[src/rtl/mul8_seq.sv]
// Sequential 8x8 unsigned shift-add multiplier with IDLE/RUN/DONE handshake.
// Optional macro MUL8_SEQ_ZERO_SKIP_EN: a zero operand bypasses RUN straight to DONE.

module adder8b (
  input  logic [7:0] a,
  input  logic [7:0] b,
  input  logic       cin,
  output logic [7:0] sum,
  output logic       cout
);
  logic c;

  always_comb begin
    sum = '0;
    c   = cin;
    for (int unsigned i = 0; i < 8; i++) begin
      sum[i] = a[i] ^ b[i] ^ c;
      c      = (a[i] & b[i]) | (c & (a[i] ^ b[i]));
    end
    cout = c;
  end
endmodule

module mux8b (
  input  logic       sel,
  input  logic [7:0] d0,
  input  logic [7:0] d1,
  output logic [7:0] y
);
  always_comb y = sel ? d1 : d0;
endmodule

module mul8_seq (
  input  logic        Clk,
  input  logic        Rst_n,
  input  logic        Start,
  input  logic [7:0]  A,
  input  logic [7:0]  B,
  input  logic        Ack,
  output logic        Busy,
  output logic        Done,
  output logic [15:0] P
);
  typedef enum logic [1:0] {
    IDLE = 2'b00,
    RUN  = 2'b01,
    DONE = 2'b10
  } state_t;

  state_t      state;
  logic [7:0]  m, q, h;
  logic [2:0]  cnt;
  logic        busy_r, done_r;
  logic [7:0]  addend, sum;
  logic        carry;

  mux8b u_mux (.sel(q[0]), .d0(8'h00), .d1(m), .y(addend));
  adder8b u_add (.a(h), .b(addend), .cin(1'b0), .sum(sum), .cout(carry));

`ifdef MUL8_SEQ_ZERO_SKIP_EN
  logic zero_op;
  always_comb zero_op = (A == 8'h00) || (B == 8'h00);
`endif

  always_ff @(posedge Clk) begin
    if (!Rst_n) begin
      state  <= IDLE;
      m      <= '0;
      q      <= '0;
      h      <= '0;
      cnt    <= '0;
      busy_r <= 1'b0;
      done_r <= 1'b0;
    end else begin
      case (state)
        IDLE: begin
          if (Start) begin
`ifdef MUL8_SEQ_ZERO_SKIP_EN
            if (zero_op) begin
              m      <= A;
              q      <= '0;
              h      <= '0;
              cnt    <= '0;
              state  <= DONE;
              done_r <= 1'b1;
            end else
`endif
            begin
              m      <= A;
              q      <= B;
              h      <= '0;
              cnt    <= '0;
              state  <= RUN;
              busy_r <= 1'b1;
            end
          end
        end
        RUN: begin
          // 17-bit {carry,sum,q} right shift: low product bits replace consumed multiplier bits
          {h, q} <= {carry, sum, q[7:1]};
          cnt    <= cnt + 3'd1;
          if (cnt == 3'd7) begin
            state  <= DONE;
            busy_r <= 1'b0;
            done_r <= 1'b1;
          end
        end
        DONE: begin
          if (Ack) begin
            state  <= IDLE;
            done_r <= 1'b0;
          end
        end
        default: begin
          state  <= IDLE;
          busy_r <= 1'b0;
          done_r <= 1'b0;
        end
      endcase
    end
  end

  assign Busy = busy_r;
  assign Done = done_r;
  assign P    = {h, q};
endmodule

[config.mk]
export PLATFORM = sky130hd
export DESIGN_NAME = mul8_seq
export DESIGN_NICKNAME = d
export VERILOG_FILES = /design/src/rtl/mul8_seq.sv
export SDC_FILE = /design/constraint.sdc
export NUM_CORES = 1
export LEC_CHECK = 0
export ABC_AREA = 1
export CAP_MARGIN = 0
export CORE_UTILIZATION = 56
export DETAILED_ROUTE_END_ITERATION = 8
export DONT_BUFFER_PORTS = 1
export PLACE_DENSITY = 0.78
export SLEW_MARGIN = 20
export SYNTH_ARGS = -nofsm -noshare
export SYNTH_HDL_FRONTEND = slang
export SYNTH_SLANG_ARGS = --single-unit
[constraint.sdc]
create_clock -name Clk -period 3.2 [get_ports Clk]
set_input_delay 0.32 -clock Clk [delete_from_list [all_inputs] [get_ports Clk]]
set_output_delay 0.32 -clock Clk [all_outputs]
set_load 0.02 [all_outputs]
==> summary.txt <==
Status
  • Status: finished, final reports clean

Die
  • I/O pin count: 38
  • Die extent in x: about 55 um
  • Placeable Area: 2734 um2
  • Starting Density: 58.54%
  • Die Height: 55.46 um
  • Row count: 19
  • Full die area: 3075 um2

Logic synthesis
  • Synth top area cells: dfxtp_1 39%, nand2_1 14%, nor2_1 9.1%
  • Yosys top cell by area: dfxtp_1
  • Yosys warns: 0
  • Cells after Synth: 215
  • Count of cell types in the netlist: 22
  • Post-Syn Nets: 245
  • Post-Synth Adder-Cell Area: 11.10%
  • Share of the synthesized area in the top cell type: between 30% and 40%
  • Post-synthesis xor/xnor area fraction: 0%
  • Largest family of logic cells by synthesized area: simple AND/OR/NAND/NOR gates
  • Synthesized flop and latch total: 31
  • Simple logic cell fraction of the synthesized area: 30.96%
  • Post-Synthesis Cell Area: 1600 um2
  • Sequential share of the synthesized area: 38.78%
  • Avg Inst Size Synth: 7.443 um2
  • Mux cell area share after synthesis: 0%
  • Post-synthesis compound-gate area fraction: 8.444%

CTS
  • Hold Buf Count CTS: 0
  • CTS Sinks: 31
  • Reg clk slew, reported paths: around 0.1 ns
  • Number of buffers created by CTS: 5
  • CTS tree: yes
  • Clock Path Buffers: 2
  • Latest clock arrival within the worst-skew pair: 0.33 ns
  • H-tree depth: 2
  • CTS root buf: clkbuf_4

Setup path
  • Critical Path RT: 3.41 ns
  • Reg2reg path depth: 16
  • CP arrival: 3.39 ns
  • Reg2reg setup slack: between 0.01 and 0.015 ns
  • Setup crit start kind: flop
  • Worst-path fanout max: 2
  • Worst setup path class: reg2reg
  • R2R Path Start: q[0]$_SDFFE_PN0P_
  • Critical R2R Capture: h[6]$_SDFFE_PN0P_
  • Crit end category: flop

Finish
  • Commonest non-fill, non-tap cells in the layout: 58 x nand2_1, 39 x nor2_1, 29 x dfxtp_1
  • # diodes: 0
  • Commonest non-fill, non-tap cell in the layout: nand2_1
  • Layout cells sized above 1: roughly an eighth
  • Finished Layout Cells: 249
  • Layout fillers: 258
  • Area Growth Syn to Fin: 5.082%
  • Post-layout nets: 247
  • Post-route design area: roughly 1700 um2

Route
  • Routed Antenna Nets: 0
  • Router iterations before antenna repair: 4
  • Mean number of vias per cell: 5.096
  • Final WL: 3064 um
  • Initial DRC Count: 27
  • Drt drc: 0
  • DR vias: 1269
  • WL per Instance: 12.31 um

Placed design
  • Detailed Place HPWL: 2058 um
  • GP Congestion: 0.7489
  • Area after DPL: 1598 um2
  • IO buf count: 0
  • Placed cell count: 240

Global routing
  • Initial antenna violation count: 0
  • GR Overflow Total: 0
  • Largest net degree at the start of global routing: 22
  • Tot GR Track Use: around 22%
  • Vias in the first global route: 1235
  • First-pass GRT wire length: 5319 um

Flow run
  • # Max-Cap Violations: 0

Power
  • Worst VDD drop: 0.0002973 V
  • Leak pwr: just under 0.0008 uW
  • P per Cell Area: 477.4 nW/um2

STA
  • Worst clock skew: 0.008281 ns
  • Crit path time final: 3.185 ns
  • Final period util: 99.54%
  • # setup viols final: 0
  • Final Hold Fails: 0
  • Final Max Tran Viols: 0
  • Max Clk Rate: between 0.3 and 0.4 GHz
  • Worst slew pin tran: 0.5909 ns
  • Slew HR: 60.55%
  • RSZ-0062 raised after global routing: yes

Worst hold path
  • Worst min path class: in2reg
  • Worst Hold End: q[0]$_SDFFE_PN0P_
  • HP Start: Rst_n
  • Hold depth: 2
==> registers in the layout, summed over array words and instances (netlist names) <==
name and cells:
Done 1, Busy 1, cnt 3, h 8
q 8, m 8, state 2
==> area by class of cell <==
cell class | instances | area (um2) | area share [%]
inverters | 24 | 92.59 | 5.506
multi-input cells | 150 | 820.8 | 48.81
flip-flops and latches | 31 | 623.1 | 37.05
well taps | 31 | 38.79 | 2.307
clock buffers | 8 | 68.82 | 4.092
repair buffers | 5 | 37.54 | 2.232
==> cell usage after synthesis <==
| cell | number |
|---|---|
| ha_1 | 3 |
| inv_1 | 21 |
| buf_8 | 1 |
| buf_1 | 2 |
| nand2_2 | 2 |
| nor2_4 | 1 |
| nand2_1 | 58 |
| a21oi_2 | 1 |
| buf_4 | 2 |
| a21oi_1 | 10 |
| dfxtp_1 | 31 |
| inv_2 | 2 |
| buf_6 | 3 |
| nor2_1 | 39 |
| clkbuf_1 | 2 |
| o21ai_4 | 1 |
| o21a_1 | 2 |
| nand3b_1 | 9 |
| inv_4 | 1 |
| fa_1 | 7 |
| nand3_1 | 8 |
| o21ai_0 | 9 |
==> power breakdown <==
group	internal (uW)	leakage, uW	switching, uW
logic	37.8	0.000475	62.2
clock network	129	0.0000386	133
registers	409	0.000255	31.8
==> logic make-up after synthesis <==
kind of cell | Yosys count
and+or+nand+nor | 117
AOI/OAI and AO/OA | 23
buffers and inverters | 34
DFF | 31
adders and majority gates | 10
==> how the worst max path moves through the flow <==
stage                            startpoint           endpoint  slack [ns]  cells after the start
after global placement    q[0]$_SDFFE_PN0P_  h[6]$_SDFFE_PN0P_      -0.002                     16
after detailed placement  q[0]$_SDFFE_PN0P_  h[6]$_SDFFE_PN0P_       -0.07                     16
final                     q[0]$_SDFFE_PN0P_  h[6]$_SDFFE_PN0P_        0.01                     16
after floorplan           q[0]$_SDFFE_PN0P_  h[6]$_SDFFE_PN0P_       -0.05                     17
after CTS                 m[0]$_SDFFE_PN0P_  h[6]$_SDFFE_PN0P_       0.003                     16
after global routing      q[0]$_SDFFE_PN0P_  h[6]$_SDFFE_PN0P_       -0.08                     16
==> per-stage QoR <==
step | TNS (ns) | worst slack [ns] | total power, uW | hold slack [ns] | util (%)
2_1_floorplan | -0.05103 | -0.05103 | 537.4 | 0.4442 | -
3_3_place_gp | -0.001574 | -0.001574 | 543.5 | 0.4443 | 58.44
3_5_place_dp | -0.06880 | -0.06880 | 547.1 | 0.4465 | 58.44
4_1_cts | 0 | 0.002539 | 807.9 | 0.09032 | 61.51
5_1_grt | -0.08142 | -0.08142 | 842.0 | 0.09517 | 61.51
6_report | 0 | 0.01459 | 802.8 | 0.09440 | 61.51
==> critical path, stage by stage (launching register included) <==
cell     delay, ns
dfxtp_2       0.34
nand2_1       0.05
inv_1         0.05
ha_1          0.13
inv_1         0.05
fa_2          0.34
fa_2          0.36
fa_2          0.34
fa_2          0.34
inv_2         0.07
fa_2          0.19
fa_1          0.15
inv_1         0.05
fa_1          0.47
inv_1         0.04
nand2_1       0.05
a21oi_1       0.05
==> layer usage <==
layer	wire (um)	vias to the layer above	track usage, %
li1	-	662	-
met1	1464	570	27.26
met3	178	8	6.323
met5	0	-	0
met2	1363	29	35.80
met4	57	0	10.71
==> what timing repair did <==
item                       CTS  global route
pin swaps                    3             3
setup endpoints to repair    1             2
gates cloned                 0             0
buffers inserted             1             0
resized for setup            5             0
Power figures use the tool's default switching activity.
